===== src/rtl/mem_access_ctrl_if.sv =====
`default_nettype none
// ============================================================================
// Module      : mem_access_ctrl_if
// Description : Bundles the request, data-memory and writeback signals of
//               the data-memory access sequencer.
//               slave  - seen from the sequencer (mem_access_ctrl)
//               master - seen from the control unit / memory side
//               Request in : START, IS_STORE, FUNCT3, ADDR, STORE_DATA
//               Memory in  : MEM_RDATA, MEM_ACK
//               Memory out : MEM_ADDR, MEM_WDATA, MEM_RD, MEM_WR
//               Result out : LOAD_RESULT, REG_WRITE, DONE, BUSY,
//                            MISALIGNED, ERR
// Revision    : 1.0 - initial release
// ============================================================================
interface mem_access_ctrl_if;
  // Request from the main control unit
  logic        START;
  logic        IS_STORE;
  logic [2:0]  FUNCT3;
  logic [63:0] ADDR;
  logic [63:0] STORE_DATA;
  // Data memory return path
  logic [63:0] MEM_RDATA;
  logic        MEM_ACK;
  // Data memory request path
  logic [63:0] MEM_ADDR;
  logic [63:0] MEM_WDATA;
  logic        MEM_RD;
  logic        MEM_WR;
  // Writeback and status
  logic [63:0] LOAD_RESULT;
  logic        REG_WRITE;
  logic        DONE;
  logic        BUSY;
  logic        MISALIGNED;
  logic        ERR;

  modport slave (
    input  START, IS_STORE, FUNCT3, ADDR, STORE_DATA, MEM_RDATA, MEM_ACK,
    output MEM_ADDR, MEM_WDATA, MEM_RD, MEM_WR,
    output LOAD_RESULT, REG_WRITE, DONE, BUSY, MISALIGNED, ERR
  );

  modport master (
    output START, IS_STORE, FUNCT3, ADDR, STORE_DATA, MEM_RDATA, MEM_ACK,
    input  MEM_ADDR, MEM_WDATA, MEM_RD, MEM_WR,
    input  LOAD_RESULT, REG_WRITE, DONE, BUSY, MISALIGNED, ERR
  );
endinterface
`default_nettype wire


===== src/rtl/mem_access_ctrl.sv =====
`default_nettype none
// ============================================================================
// Module      : mem_access_ctrl
// Description : Data-memory access sequencer for the 64-bit multicycle
//               RISC-V core. Runs loads (lb/lh/lw/ld/lbu/lhu/lwu) with lane
//               extraction and sign/zero extension, stores (sb/sh/sw/sd)
//               with read-modify-write for sub-doubleword sizes, and flags
//               illegal/misaligned requests and memory acknowledge timeouts.
// Ports       : clk     - core clock, rising edge
//               reset_n - synchronous active-low reset
//               bus     - mem_access_ctrl_if.slave (request, memory and
//                         writeback signals)
// Parameters  : TIMEOUT - request cycles without MEM_ACK before ERR (>= 1)
// Revision    : 1.0 - initial release
// ============================================================================
module mem_access_ctrl #(
  parameter int unsigned TIMEOUT = 255
) (
  input  logic             clk,
  input  logic             reset_n,
  mem_access_ctrl_if.slave bus
);

  // The counter only ever has to hold 0 .. TIMEOUT-1: the cycle that would
  // take it to TIMEOUT is the abort cycle itself.
  localparam int unsigned      CNT_W    = (TIMEOUT > 1) ? $clog2(TIMEOUT) : 1;
  localparam logic [CNT_W-1:0] CNT_LAST = CNT_W'(TIMEOUT - 1);

  typedef enum logic [2:0] {
    S_IDLE   = 3'd0,
    S_RD_REQ = 3'd1,
    S_WR_REQ = 3'd2,
    S_FINISH = 3'd3,
    S_FAULT  = 3'd4
  } state_t;

  // --------------------------------------------------------------------------
  // Lane extraction for loads: shift the addressed lane down to bit 0, then
  // sign- or zero-extend according to funct3.
  // --------------------------------------------------------------------------
  function automatic logic [63:0] load_extend(
    input logic [63:0] dword,
    input logic [2:0]  offset,
    input logic [2:0]  funct3
  );
    logic [63:0] lane;
    lane = dword >> {offset, 3'b000};
    case (funct3)
      3'b000:  load_extend = {{56{lane[7]}},  lane[7:0]};
      3'b001:  load_extend = {{48{lane[15]}}, lane[15:0]};
      3'b010:  load_extend = {{32{lane[31]}}, lane[31:0]};
      3'b011:  load_extend = lane;
      3'b100:  load_extend = {56'd0, lane[7:0]};
      3'b101:  load_extend = {48'd0, lane[15:0]};
      3'b110:  load_extend = {32'd0, lane[31:0]};
      default: load_extend = '0;
    endcase
  endfunction

  // --------------------------------------------------------------------------
  // Read-modify-write merge: replace the addressed lane of the doubleword
  // read from memory with the low bits of the store data.
  // --------------------------------------------------------------------------
  function automatic logic [63:0] store_merge(
    input logic [63:0] dword,
    input logic [63:0] wdata,
    input logic [2:0]  offset,
    input logic [1:0]  size
  );
    logic [63:0] mask;
    case (size)
      2'b00:   mask = 64'h0000_0000_0000_00FF;
      2'b01:   mask = 64'h0000_0000_0000_FFFF;
      2'b10:   mask = 64'h0000_0000_FFFF_FFFF;
      default: mask = '1;
    endcase
    store_merge = (dword & ~(mask << {offset, 3'b000}))
                | ((wdata & mask) << {offset, 3'b000});
  endfunction

  // --------------------------------------------------------------------------
  // State
  // --------------------------------------------------------------------------
  state_t           state_q;
  logic             is_store_q;
  logic [2:0]       funct3_q;
  logic [63:0]      addr_q;
  logic [63:0]      store_data_q;
  logic [63:0]      rdata_q;
  logic [63:0]      load_result_q;
  logic [CNT_W-1:0] cnt_q;
  logic             mem_rd_q;
  logic             mem_wr_q;
  logic             done_q;
  logic             reg_write_q;
  logic             misaligned_q;
  logic             err_q;

  // --------------------------------------------------------------------------
  // Request classification, evaluated on the live request inputs in IDLE.
  // Both illegal and misaligned requests end in FAULT, so their relative
  // priority has no visible effect.
  // --------------------------------------------------------------------------
  logic req_illegal;
  logic req_misaligned;
  logic req_is_sd;

  always_comb begin
    req_illegal    = bus.IS_STORE ? (bus.FUNCT3 > 3'd3) : (bus.FUNCT3 == 3'b111);
    req_misaligned = 1'b0;
    case (bus.FUNCT3[1:0])
      2'b01:   req_misaligned = bus.ADDR[0];
      2'b10:   req_misaligned = |bus.ADDR[1:0];
      2'b11:   req_misaligned = |bus.ADDR[2:0];
      default: req_misaligned = 1'b0;
    endcase
    // A full doubleword store needs no read phase.
    req_is_sd = bus.IS_STORE && (bus.FUNCT3 == 3'b011);
  end

  // --------------------------------------------------------------------------
  // Write data: only driven while the write request is outstanding.
  // --------------------------------------------------------------------------
  logic [63:0] store_wdata;

  always_comb begin
    if (funct3_q[1:0] == 2'b11) begin
      store_wdata = store_data_q;
    end else begin
      store_wdata = store_merge(rdata_q, store_data_q, addr_q[2:0], funct3_q[1:0]);
    end
  end

  // --------------------------------------------------------------------------
  // Sequencer
  // --------------------------------------------------------------------------
  always_ff @(posedge clk) begin
    if (!reset_n) begin
      state_q       <= S_IDLE;
      is_store_q    <= 1'b0;
      funct3_q      <= '0;
      addr_q        <= '0;
      store_data_q  <= '0;
      rdata_q       <= '0;
      load_result_q <= '0;
      cnt_q         <= '0;
      mem_rd_q      <= 1'b0;
      mem_wr_q      <= 1'b0;
      done_q        <= 1'b0;
      reg_write_q   <= 1'b0;
      misaligned_q  <= 1'b0;
      err_q         <= 1'b0;
    end else begin
      // Status outputs are single-cycle pulses unless set below.
      done_q       <= 1'b0;
      reg_write_q  <= 1'b0;
      misaligned_q <= 1'b0;
      err_q        <= 1'b0;

      case (state_q)
        S_IDLE: begin
          if (bus.START) begin
            is_store_q   <= bus.IS_STORE;
            funct3_q     <= bus.FUNCT3;
            addr_q       <= bus.ADDR;
            store_data_q <= bus.STORE_DATA;
            cnt_q        <= '0;
            if (req_illegal || req_misaligned) begin
              state_q      <= S_FAULT;
              misaligned_q <= 1'b1;
            end else if (req_is_sd) begin
              state_q  <= S_WR_REQ;
              mem_wr_q <= 1'b1;
            end else begin
              state_q  <= S_RD_REQ;
              mem_rd_q <= 1'b1;
            end
          end
        end

        S_RD_REQ: begin
          if (bus.MEM_ACK) begin
            rdata_q  <= bus.MEM_RDATA;
            mem_rd_q <= 1'b0;
            if (is_store_q) begin
              state_q  <= S_WR_REQ;
              mem_wr_q <= 1'b1;
              cnt_q    <= '0;
            end else begin
              // Extract straight from the returned doubleword so the result
              // is valid in the same cycle DONE/REG_WRITE are seen.
              state_q       <= S_FINISH;
              done_q        <= 1'b1;
              reg_write_q   <= 1'b1;
              load_result_q <= load_extend(bus.MEM_RDATA, addr_q[2:0], funct3_q);
            end
          end else if (cnt_q == CNT_LAST) begin
            state_q  <= S_IDLE;
            mem_rd_q <= 1'b0;
            err_q    <= 1'b1;
          end else begin
            cnt_q <= cnt_q + CNT_W'(1);
          end
        end

        S_WR_REQ: begin
          if (bus.MEM_ACK) begin
            state_q  <= S_FINISH;
            mem_wr_q <= 1'b0;
            done_q   <= 1'b1;
          end else if (cnt_q == CNT_LAST) begin
            state_q  <= S_IDLE;
            mem_wr_q <= 1'b0;
            err_q    <= 1'b1;
          end else begin
            cnt_q <= cnt_q + CNT_W'(1);
          end
        end

        S_FINISH: begin
          state_q <= S_IDLE;
        end

        S_FAULT: begin
          state_q <= S_IDLE;
        end

        default: begin
          state_q  <= S_IDLE;
          mem_rd_q <= 1'b0;
          mem_wr_q <= 1'b0;
        end
      endcase
    end
  end

  // --------------------------------------------------------------------------
  // Outputs
  // --------------------------------------------------------------------------
  assign bus.MEM_ADDR    = {addr_q[63:3], 3'b000};
  assign bus.MEM_WDATA   = (state_q == S_WR_REQ) ? store_wdata : '0;
  assign bus.MEM_RD      = mem_rd_q;
  assign bus.MEM_WR      = mem_wr_q;
  assign bus.LOAD_RESULT = load_result_q;
  assign bus.REG_WRITE   = reg_write_q;
  assign bus.DONE        = done_q;
  assign bus.BUSY        = (state_q != S_IDLE);
  assign bus.MISALIGNED  = misaligned_q;
  assign bus.ERR         = err_q;

endmodule
`default_nettype wire

===== src/flat_wrapper.sv =====
// flat-port wrapper written by rule: the top's interface ports become plain ports
module mem_access_ctrl_flat 
#(
  parameter int unsigned TIMEOUT = 255
)
  (clk, reset_n, bus_START, bus_IS_STORE, bus_FUNCT3, bus_ADDR, bus_STORE_DATA, bus_MEM_RDATA, bus_MEM_ACK, bus_MEM_ADDR, bus_MEM_WDATA, bus_MEM_RD, bus_MEM_WR, bus_LOAD_RESULT, bus_REG_WRITE, bus_DONE, bus_BUSY, bus_MISALIGNED, bus_ERR);
  mem_access_ctrl_if bus_i ();
  input  logic clk;
  input  logic reset_n;
  input wire logic [$bits(bus_i.START)-1:0] bus_START;
  input wire logic [$bits(bus_i.IS_STORE)-1:0] bus_IS_STORE;
  input wire logic [$bits(bus_i.FUNCT3)-1:0] bus_FUNCT3;
  input wire logic [$bits(bus_i.ADDR)-1:0] bus_ADDR;
  input wire logic [$bits(bus_i.STORE_DATA)-1:0] bus_STORE_DATA;
  input wire logic [$bits(bus_i.MEM_RDATA)-1:0] bus_MEM_RDATA;
  input wire logic [$bits(bus_i.MEM_ACK)-1:0] bus_MEM_ACK;
  output wire logic [$bits(bus_i.MEM_ADDR)-1:0] bus_MEM_ADDR;
  output wire logic [$bits(bus_i.MEM_WDATA)-1:0] bus_MEM_WDATA;
  output wire logic [$bits(bus_i.MEM_RD)-1:0] bus_MEM_RD;
  output wire logic [$bits(bus_i.MEM_WR)-1:0] bus_MEM_WR;
  output wire logic [$bits(bus_i.LOAD_RESULT)-1:0] bus_LOAD_RESULT;
  output wire logic [$bits(bus_i.REG_WRITE)-1:0] bus_REG_WRITE;
  output wire logic [$bits(bus_i.DONE)-1:0] bus_DONE;
  output wire logic [$bits(bus_i.BUSY)-1:0] bus_BUSY;
  output wire logic [$bits(bus_i.MISALIGNED)-1:0] bus_MISALIGNED;
  output wire logic [$bits(bus_i.ERR)-1:0] bus_ERR;
  assign bus_i.START = bus_START;
  assign bus_i.IS_STORE = bus_IS_STORE;
  assign bus_i.FUNCT3 = bus_FUNCT3;
  assign bus_i.ADDR = bus_ADDR;
  assign bus_i.STORE_DATA = bus_STORE_DATA;
  assign bus_i.MEM_RDATA = bus_MEM_RDATA;
  assign bus_i.MEM_ACK = bus_MEM_ACK;
  assign bus_MEM_ADDR = bus_i.MEM_ADDR;
  assign bus_MEM_WDATA = bus_i.MEM_WDATA;
  assign bus_MEM_RD = bus_i.MEM_RD;
  assign bus_MEM_WR = bus_i.MEM_WR;
  assign bus_LOAD_RESULT = bus_i.LOAD_RESULT;
  assign bus_REG_WRITE = bus_i.REG_WRITE;
  assign bus_DONE = bus_i.DONE;
  assign bus_BUSY = bus_i.BUSY;
  assign bus_MISALIGNED = bus_i.MISALIGNED;
  assign bus_ERR = bus_i.ERR;
  mem_access_ctrl #(.TIMEOUT(TIMEOUT)) u_core (.clk(clk), .reset_n(reset_n), .bus(bus_i));
endmodule

===== config.mk =====
export PLATFORM = sky130hd
export DESIGN_NAME = mem_access_ctrl_flat
export DESIGN_NICKNAME = d
export VERILOG_FILES = /design/src/rtl/mem_access_ctrl_if.sv /design/src/rtl/mem_access_ctrl.sv /design/src/flat_wrapper.sv
export SDC_FILE = /design/constraint.sdc
export NUM_CORES = 1
export LEC_CHECK = 0
export CAP_MARGIN = 20
export CORE_ASPECT_RATIO = 1.75
export CORE_MARGIN = 1.5
export CORE_UTILIZATION = 49
export DETAILED_ROUTE_END_ITERATION = 10
export PLACE_DENSITY_LB_ADDON = 0.08
export SLEW_MARGIN = 20
export SYNTH_ARGS = -nofsm -noshare
export SYNTH_HDL_FRONTEND = slang
export SYNTH_SLANG_ARGS = --single-unit

===== constraint.sdc =====
create_clock -name clk -period 3.1 [get_ports clk]
set_clock_uncertainty 0.05 [all_clocks]
set_input_delay 0.465 -clock clk [delete_from_list [all_inputs] [get_ports clk]]
set_output_delay 0.465 -clock clk [all_outputs]
set_load 0.01 [all_outputs]

==> run_results.csv, run 1 <==
group,metric,value,unit
outcome,outcome,"finished, violations left",
outcome,violations,"setup timing",
die,start_util,0.497,
die,die_w,135,µm
route,dr.first_iter.drc_count,1754,
yosys,synth_mux_area_frac,0.0924,
yosys,synthCells,1953,
timing,hold_viol,0,
route,wl,64200,µm
timing,timing.final.ws_setup,-0.0252,ns
cts,cts_root_buf,"clkbuf_16",
route,detail-route-antenna-nets,0,
timing,slew_headroom,0.415,
grt,grt.overflow.total,0,
power_and_ir_drop,power_leakage,7.54,nW
grt,grt_max_degree,92,
setup_path,worstPathCellList,"buf_6 > buf_6 > a21o_1 > a21oi_2 > a221o_4 > buf_6 > buf_4 > a221oi_2 > nor2_1 > buf_2",
route,dr.pass1.iters,7,
placed_design,io_buffers,395,
yosys,yosys-top-cells-area,"dfxtp_1, nand2_1, a21oi_1",
die,rows,84,
yosys,synth-edff-count,0,
placed_design,gp_congestion,1.08,
setup_path,cpPeakStageDelay,0.44,ns
yosys,yosysUniqueCellTypes,66,
setup_path,critPathMostFrequentCell,"buf_6",
timing,rsz0062_at_grt,"yes",
worst_hold_path,min_from,"bus_ADDR[3]",
setup_path,cp-start-kind,"register",
grt,grt_pass1_vias,15700,
cts,htree_levels,1,
yosys,yosys_warnings,0,
setup_path,endpoint_kind,"output port",
timing,finalSetupViolations,2,
cts,cts_inserted_buffers,28,
cells_and_area,fillers,2514,
route,vias,16400,
placed_design,dp_hpwl,47200,µm
cts,clock_latency,0.57,ns
route,viasPerCell,6.11,
cts,cts.reportedPaths.clkPinSlew,0.07,ns
cells_and_area,areaGrowthSynthToFinish,39.4,%
yosys,synth_top_area_cell,"dfxtp_1",
setup_path,cp_max_fo,8,
grt,grt_pass1_wl,94000,µm
yosys,netlist_area,14900,µm²
yosys,synth_compound_area_frac,0.265,
cts,cts_buffer_depth,3,
die,design.die.area,31500,µm²
cells_and_area,layout.cells.most_common,"nand2_1",
yosys,post_synth.cell_area_avg,7.62,µm²
timing,worst_pin_slew,0.877,ns
yosys,yosys.area.top_type_share,0.373,
cells_and_area,drive_gt1_frac,0.146,
route,drc,0,
run,drv_cap,0,
power_and_ir_drop,power,0.00950,W
setup_path,crit_start,"u_core.addr_q[0]",
die,core_region_area,30000,µm²
worst_hold_path,hold_path_class,"in -> reg",
timing,period_needed,3.13,ns
grt,grt_usage,0.396,
cells_and_area,layout_common_cells,"nand2_1, clkdlybuf4s50_1, a21oi_1",
cells_and_area,nNetsFinal,2484,
grt,antenna_found_initial,1,
timing,period_share,1.01,
power_and_ir_drop,vdd_ir_drop_max,0.477,mV
die,die_height,233,µm
setup_path,path_delay_family,"compound AO/OA/AOI/OAI gates",
yosys,async_reset_ff_frac,0,
setup_path,crit_type,"reg -> out",
setup_path,path_buf_inv,5,
cts,cts_tree,"yes",
setup_path,regToRegStartpoint,"u_core.addr_q[1]",
yosys,seq_area_frac_synth,0.373,
setup_path,cpMaxStageDelayCell,"dfxtp_4",
route,wl_per_cell,23.9,µm
yosys,synth_seq_cells,277,
timing,max_freq,0.320,GHz
yosys,synth_adder_area_share,0.00168,
die,io_pins,399,
setup_path,crit_required,2.58,ns
yosys,synth_top_family_by_area,"compound AO/OA/AOI/OAI gates",
yosys,synth_flop_cell,"dfxtp_1",
setup_path,arrival,2.61,ns
timing,maxSlewViolCount,0,
yosys,synth_simple_gate_area_share,0.185,
yosys,synth_xor_xnor_area_share,0,
power_and_ir_drop,powerDensity,458,nW/µm²
cts,clock_sinks,277,
timing,holdWs,0.395,ns
==> synth_stat cells, drive strengths merged (3+ instances only) <==
library cell	n
a221oi	28
nor3	8
a41oi	7
a21oi	298
and2	13
nor2	86
dfxtp	277
nand3	24
o22ai	11
o21ai	146
a21o	7
nand2b	7
a21boi	5
or2	3
a21bo	5
and3	6
a22o	6
o31ai	9
mux4	15
a211o	9
a31oi	10
nor2b	27
mux2i	71
a222oi	27
buf	105
mux2	29
o21a	10
o221ai	4
inv	13
a22oi	47
a311oi	5
nand2	476
clkbuf	125
==> cell families (layout without fill, tap and decap cells) <==
family,count (synthesis),in the layout
AO/OA/AOI/OAI,651,651
other,1,4
multiplexers,115,115
flip-flops,277,277
buffers and inverters,243,591
AND/OR/NAND/NOR,664,664
adder cells (fa/ha/maj),2,2
==> metal layers <==
layer	track usage	up-vias	part of all wire
met5	0	-	0
met4	0.307	0	0.090
met3	0.0820	278	0.083
met2	0.685	970	0.49
met1	0.415	7679	0.34
li1	-	7504	-
==> worst paths after layout <==
kind | to | slack, ns | cells after the start
max | bus_MEM_WDATA[49] | -0.03 | 10
min | u_core.addr_q[3] | 0.40 | 3
max reg2reg | u_core.bus.LOAD_RESULT[26] | 0.20 | 8
min reg2reg | u_core.store_data_q[54] | 0.40 | 2
==> flip-flops by register name, summed over array words and instances, names as in the netlist <==
register / cells
u_core.rdata_q: 64
u_core.addr_q: 64
u_core.bus.LOAD_RESULT: 64
u_core.bus.MISALIGNED: 1
u_core.store_data_q: 64
u_core.bus.ERR: 1
u_core.cnt_q: 8
u_core.funct3_q: 3
u_core.bus.MEM_RD: 1
u_core.is_store_q: 1
u_core.bus.DONE: 1
u_core.bus.MEM_WR: 1
u_core.state_q: 3
u_core.bus.REG_WRITE: 1
==> power breakdown <==
part | internal (W) | switching (W) | leakage, nW | total (W)
logic | 0.000922 | 0.00113 | 4.81 | 0.00205
registers | 0.00372 | 0.000163 | 2.26 | 0.00388
clock network | 0.00206 | 0.00151 | 0.466 | 0.00357
==> metrics by stage <==
step	setup TNS [ns]	instances	worst slack [ns]	instance area, µm²	utilization
2_1_floorplan	0	1955	0.591	14900	-
3_3_place_gp	-0.0591	2610	-0.0591	19100	0.638
3_5_place_dp	-0.0769	2610	-0.0769	19100	0.638
4_1_cts	-1.43	2676	-0.185	20500	0.685
5_1_grt	-0.322	2691	-0.0713	20700	0.692
6_report	-0.0406	2691	-0.0252	20700	0.692
==> final cells by class <==
| cell class | instances | area, µm² | area share |
|---|---|---|---|
| tap | 387 | 484 | 0.0234 |
| clock inverter | 14 | 164 | 0.00791 |
| antenna | 1 | 2.50 | 0.000121 |
| sequential | 277 | 5560 | 0.268 |
| timing repair buffer | 527 | 5150 | 0.248 |
| multi-input combinational | 1435 | 8520 | 0.411 |
| clock buffer | 37 | 796 | 0.0384 |
| inverter | 13 | 53.8 | 0.00260 |
==> repair_timing <==
action                                  CTS  global route
endpoints found under the setup margin   64            51
hold buffers                              0             0
cloned                                    2             1
resized for setup                       131           111
buffers inserted                         13            12
pin swaps                                20            22
==> tightest hold or removal path: cells and delay by family <==
kind                   cells  cell delay (ns)
buffers and inverters      1             0.40
and+or+nand+nor            1             0.05
AOI/OAI and AO/OA          1             0.05
Power figures use the tool's default switching activity.
==> run 2, diff against run 1 <==
--- a/config.mk
+++ b/config.mk
@@ -8,7 +8,7 @@
 export CAP_MARGIN = 20
 export CORE_ASPECT_RATIO = 1.75
 export CORE_MARGIN = 1.5
-export CORE_UTILIZATION = 49
+export CORE_UTILIZATION = 45
 export DETAILED_ROUTE_END_ITERATION = 10
 export PLACE_DENSITY_LB_ADDON = 0.08
 export SLEW_MARGIN = 20
==> run 2 against run 1 <==
The flow still finishes with violations (setup timing). Clock power shrank 5.9%. Total power down 2.1%. Critical path depth unchanged. Count of clock-buffer cells in the layout grew 4. Core utilization decreased by 5.6 points. Non-clock buffer count grew 16. Sequential share of layout area grew 0.12 points. Largest cell class unchanged. Largest power group unchanged.
==> run_results.csv, run 2 (synthesis gave the netlist of run 1 again) <==
group,metric,value,unit
cts,htree_levels,1,
grt,grt_max_degree,110,
cts,cts_root_buf,"clkbuf_16",
cts,cts_buffer_depth,3,
timing,period_share,1.04,
placed_design,placed_area,19200,µm²
cells_and_area,drive_gt1_frac,0.142,
cts,holdBufCountCts,0,
cts,cts.reportedPaths.clkPinSlew,0.07,ns
setup_path,endpoint_kind,"output port",
cts,cts_tree,"yes",
setup_path,path_buf_inv,5,
route,vias,16300,
timing,maxSlewViolCount,0,
cts,cts_inserted_buffers,27,
setup_path,worstPathCellList,"buf_12 > buf_8 > buf_6 > mux2_4 > a22oi_2 > buf_4 > o21ai_2 > a222oi_1 > nor2_1 > buf_2",
cells_and_area,fin_cells,2718,
route,viasPerCell,6.00,
placed_design,io_buffers,395,
timing,timing.final.ws_setup,-0.122,ns
placed_design,dp_hpwl,48100,µm
die,design.die.area,34200,µm²
route,detail-route-antenna-nets,0,
power_and_ir_drop,power_leakage,7.42,nW
route,drc,0,
cells_and_area,areaGrowthSynthToFinish,38.8,%
die,start_util,0.459,
grt,grt_pass1_vias,15700,
timing,hold_viol,0,
power_and_ir_drop,vdd_ir_drop_max,0.536,mV
setup_path,crit_type,"reg -> out",
timing,max_freq,0.310,GHz
timing,period_needed,3.22,ns
grt,grt.overflow.total,0,
die,die_w,140,µm
setup_path,cp-start-kind,"register",
die,die_height,244,µm
route,wl_per_cell,23.8,µm
outcome,outcome,"finished, violations left",
grt,antenna_found_initial,1,
timing,slew_headroom,0.238,
outcome,violations,"setup timing",
run,drv_cap,0,
timing,finalSetupViolations,3,
cells_and_area,fin_area,20600,µm²
die,io_pins,399,
placed_design,gp_congestion,1.04,
cells_and_area,fillers,2997,
timing,rsz0062_at_grt,"yes",
grt,grt_usage,0.367,
placed_design,placedCellCount,2640,
setup_path,cpMaxStageDelayCell,"a222oi_1",
setup_path,arrival,2.71,ns
setup_path,cpPeakStageDelay,0.47,ns
timing,worst_pin_slew,1.14,ns
cells_and_area,layout.cells.most_common,"nand2_1",
route,dr.first_iter.drc_count,1454,
cts,clock_latency,0.57,ns
cells_and_area,nNetsFinal,2499,
grt,grt_pass1_wl,96100,µm
setup_path,crit_required,2.58,ns
setup_path,path_delay_family,"compound AO/OA/AOI/OAI gates",
worst_hold_path,hold_path_class,"in -> reg",
setup_path,cp_max_fo,6,
route,wl,64600,µm
route,dr.pass1.iters,8,
cells_and_area,layout_common_cells,"nand2_1, clkdlybuf4s50_1, a21oi_1",
power_and_ir_drop,powerDensity,451,nW/µm²
die,core_region_area,32400,µm²
cts,clock_sinks,277,
die,rows,87,
run 2: layout make-up:
class                   instances  area (µm²)  share of cell area
repair buffers                543        5160               0.250
clock inverters                 8         103             0.00497
multi-input cells            1435        8480               0.411
well taps                     400         500              0.0242
flip-flops and latches        277        5560               0.270
inverters                      13        57.6             0.00279
clock buffers                  41         778              0.0377
diodes                          1        2.50            0.000121
run 2: what timing repair did:
action,in CTS,in global routing
resized for setup,177,66
pin swaps,31,27
endpoints found under the setup margin,64,36
buffers inserted,21,9
run 2: through the flow:
| stage | power [W] | util | setup TNS (ns) | hold slack [ns] | setup slack, ns |
|---|---|---|---|---|---|
| after floorplan | 0.00495 | - | 0 | 0.382 | 0.591 |
| after global placement | 0.00585 | 0.593 | 0 | 0.391 | 0.0593 |
| after detailed placement | 0.00587 | 0.593 | 0 | 0.395 | 0.0101 |
| after CTS | 0.00927 | 0.631 | -0.541 | 0.364 | -0.143 |
| after global routing | 0.00960 | 0.636 | -0.720 | 0.381 | -0.134 |
| final | 0.00930 | 0.636 | -0.235 | 0.383 | -0.122 |
run 2: worst min-delay path, stage by stage:
cell and delay, ns:
clkdlybuf4s50_1 0.39, nand2_1 0.05, a21oi_1 0.05
run 2: where the power goes:
| group | leakage (nW) | total (W) | switching [W] | internal, W |
|---|---|---|---|---|
| sequential | 2.26 | 0.00387 | 0.000148 | 0.00372 |
| combinational | 4.74 | 0.00207 | 0.00115 | 0.000928 |
| clock | 0.430 | 0.00336 | 0.00146 | 0.00190 |
| total | 7.42 | 0.00930 | 0.00275 | 0.00655 |
run 2: metal layers:
layer	vias up	wire length [µm]	global-route usage	part of all wire
met5	-	0	0	0
met4	0	5830	0.282	0.090
met3	263	4670	0.0625	0.072
met2	881	31700	0.635	0.49
met1	7628	22400	0.397	0.35
li1	7527	-	-	-
run 2: path summary, 6_finish.rpt:
path	from	end	slack, ns	depth (start not counted)
setup reg to reg	u_core.addr_q[0]	u_core.bus.LOAD_RESULT[62]	0.19	7
setup / recovery	u_core.addr_q[0]	bus_MEM_WDATA[20]	-0.12	10
hold reg to reg	u_core.addr_q[39]	u_core.addr_q[39]	0.40	2
hold / removal	bus_STORE_DATA[17]	u_core.store_data_q[17]	0.38	3
==> run 3, diff against run 2 <==
--- a/config.mk
+++ b/config.mk
@@ -5,10 +5,12 @@
 export SDC_FILE = /design/constraint.sdc
 export NUM_CORES = 1
 export LEC_CHECK = 0
+export ABC_AREA = 1
 export CAP_MARGIN = 20
 export CORE_ASPECT_RATIO = 1.75
 export CORE_MARGIN = 1.5
-export CORE_UTILIZATION = 45
+export CORE_UTILIZATION = 50
+export CTS_CLUSTER_SIZE = 20
 export DETAILED_ROUTE_END_ITERATION = 10
 export PLACE_DENSITY_LB_ADDON = 0.08
 export SLEW_MARGIN = 20
==> run 3 against run 2 <==
Highest routed layer is now met5. Via count increased by 14%. The flow still finishes with violations (setup timing). Critical path type unchanged. Core utilization rose by 3.8 points. Non-clock buffer count shrank 56. Final cell count up 14%. Fmax shrank 0.51%. Largest power group unchanged. Synthesized cell count is 23% higher. Register-to-register slack gained 0.28 ns.
==> run_results.csv, run 3 <==
group,metric,value,unit
route,wl,74800,µm
die,design.die.area,32700,µm²
yosys,async_reset_ff_frac,0,
cells_and_area,post-route-util,0.675,
route,detail-route-antenna-nets,0,
timing,finalSetupViolations,4,
grt,grt_pass1_wl,109000,µm
setup_path,endpoint_kind,"output port",
placed_design,placed_area,19400,µm²
power_and_ir_drop,power_frac_seq,0.372,
setup_path,cp-start-kind,"register",
yosys,synth_flop_cell,"dfxtp_1",
setup_path,crit_required,2.58,ns
yosys,synth_top_area_cell,"dfxtp_1",
placed_design,gp_congestion,1.07,
grt,grt_max_degree,106,
cts,cts_root_buf,"clkbuf_16",
setup_path,cp_max_fo,27,
power_and_ir_drop,p_clk_frac,0.326,
grt,grt_pass1_vias,18100,
worst_hold_path,hold_path_class,"in -> reg",
grt,grt.overflow.total,0,
yosys,yosysUniqueCellTypes,49,
setup_path,r2r_slack,0.47,ns
route,dr.pass1.iters,6,
yosys,synth-edff-count,0,
timing,maxSlewViolCount,0,
route,dr.first_iter.drc_count,1900,
timing,slew_headroom,0.333,
worst_hold_path,min_path_cells,3,
route,wl_per_cell,24.2,µm
yosys,synth_seq_cells,277,
cts,htree_levels,1,
power_and_ir_drop,vdd_ir_drop_max,0.514,mV
power_and_ir_drop,switchingPower,0.00379,W
setup_path,arrival,2.72,ns
cells_and_area,drive_gt1_frac,0.110,
timing,worst_pin_slew,0.993,ns
worst_hold_path,min_from,"bus_MEM_ACK",
worst_hold_path,min_to,"u_core.rdata_q[59]",
placed_design,placedCellCount,3020,
timing,period_share,1.04,
yosys,yosys_warnings,0,
yosys,synth_most_common_cell,"nand2_1",
timing,rsz0062_at_grt,"yes",
setup_path,regToRegStartpoint,"u_core.addr_q[0]",
yosys,seq_area_frac_synth,0.352,
outcome,violations,"setup timing",
cells_and_area,nNetsFinal,2876,
cells_and_area,fin_cells,3089,
yosys,netlist_area,15800,µm²
cells_and_area,layout.cells.most_common,"nand2_1",
cells_and_area,layout_common_cells,"nand2_1, clkdlybuf4s50_1, a21oi_1",
route,viasPerCell,6.01,
power_and_ir_drop,powerDensity,506,nW/µm²
power_and_ir_drop,power_leakage,8.31,nW
yosys,synthCells,2411,
cts,cts_inserted_buffers,27,
setup_path,timing.rr.end,"u_core.bus.LOAD_RESULT[19]",
yosys,yosys-top-cells-area,"dfxtp_1, nand2_1, a21oi_1",
run,drv_cap,0,
cts,cts_buffer_depth,3,
timing,timing.final.ws_setup,-0.139,ns
placed_design,dp_hpwl,54400,µm
yosys,yosys.area.top_type_share,0.352,
setup_path,reg2reg_depth,10,
yosys,synthTopCellsByCount,"nand2_1, a21oi_1, dfxtp_1",
cts,cts_tree,"yes",
outcome,outcome,"finished, violations left",
die,rows,85,
power_and_ir_drop,internal_power,0.00679,W
timing,max_freq,0.309,GHz
die,die_height,238,µm
cells_and_area,fin_area,20900,µm²
cts,cts.reportedPaths.clkPinSlew,0.07,ns
cells_and_area,areaGrowthSynthToFinish,32.4,%
route,vias,18600,
yosys,post_synth.cell_area_avg,6.54,µm²
placed_design,io_buffers,395,
cts,clock_sinks,277,
die,start_util,0.510,
die,die_w,137,µm
timing,period_needed,3.24,ns
grt,antenna_found_initial,6,
cts,clock_latency,0.58,ns
power_and_ir_drop,swShare,0.358,
timing,hold_viol,0,
setup_path,crit_type,"reg -> out",
die,core_region_area,30900,µm²
power_and_ir_drop,power,0.0106,W
power_and_ir_drop,p_comb_frac,0.302,
grt,grt_usage,0.453,
route,drc,0,
die,io_pins,399,
## run 3: cell types whose count changed after synthesis, sizes merged, moves of 46 or more
cell / before / now
inv: 13 / 111
mux2i: 71 / 5
clkbuf: 125 / 78
buf: 105 / 179
nand3: 24 / 269
nand2: 476 / 736
a22oi: 47 / 1
## run 3: cell type report
class,count,area (µm²)
timing repair buffer,487,4790
sequential,277,5560
inverter,111,449
clock buffer,35,746
multi-input combinational,1770,8670
clock inverter,15,155
fill,2633,10100
antenna,3,7.51
tap,391,489
## run 3: repair_timing
| item | in CTS | in global routing |
|---|---|---|
| hold buffers | 0 | 0 |
| pin swaps | 5 | 6 |
| gates resized for setup | 109 | 99 |
| buffers inserted | 6 | 7 |
| cloned | 3 | 0 |
| setup endpoints to repair | 64 | 46 |
## run 3: through the flow
step	hold WS [ns]	setup TNS, ns	worst slack [ns]
CTS	0.186	-0.859	-0.173
floorplan	0.380	0	1.13
global route	0.220	-0.592	-0.167
detailed placement	0.400	0	0.176
finish	0.211	-0.314	-0.139
global placement	0.393	0	0.168
## run 3: worst max path at each step
stage | startpoint | to | slack, ns | depth (start not counted)
detailed placement | u_core.funct3_q[1] | bus_MEM_WDATA[61] | 0.18 | 8
floorplan | u_core.addr_q[0] | bus_MEM_WDATA[29] | 1.13 | 9
CTS | u_core.funct3_q[1] | bus_MEM_WDATA[62] | -0.17 | 11
global placement | u_core.funct3_q[1] | bus_MEM_WDATA[61] | 0.17 | 8
global route | u_core.funct3_q[0] | bus_MEM_WDATA[39] | -0.17 | 11
finish | u_core.funct3_q[0] | bus_MEM_WDATA[16] | -0.14 | 8
## run 3: cell families after synthesis
logic type	share of synthesized area
multiplexers	0.00317
buffers and inverters	0.124
AO/OA/AOI/OAI	0.203
AND/OR/NAND/NOR	0.316
other	0.000238
flip-flops	0.352
adder cells (fa/ha/maj)	0.00159
## run 3: power by group through the flow
stage	clock network, W	registers (W)	logic [W]
after global routing	0.00358	0.00394	0.00339
final	0.00345	0.00393	0.00320
after floorplan	0	0.00394	0.00178
after detailed placement	0	0.00399	0.00287
after CTS	0.00344	0.00392	0.00299
after global placement	0	0.00398	0.00285
## run 3: routing by layer
layer	routed length, µm	vias up	track usage
met5	26	-	0
met4	9010	4	0.444
met3	6720	384	0.135
met2	35500	1161	0.750
met1	23500	8517	0.435
li1	-	8495	-
## run 3: worst max-delay path, cell delays in order (launching register included)
cell and delay, ns:
dfxtp_4 0.39, nand2_2 0.15, clkinv_8 0.17, nor2_4 0.17
buf_6 0.17, buf_4 0.13, nand3_2 0.14, a31oi_2 0.25
clkdlybuf4s50_1 0.59
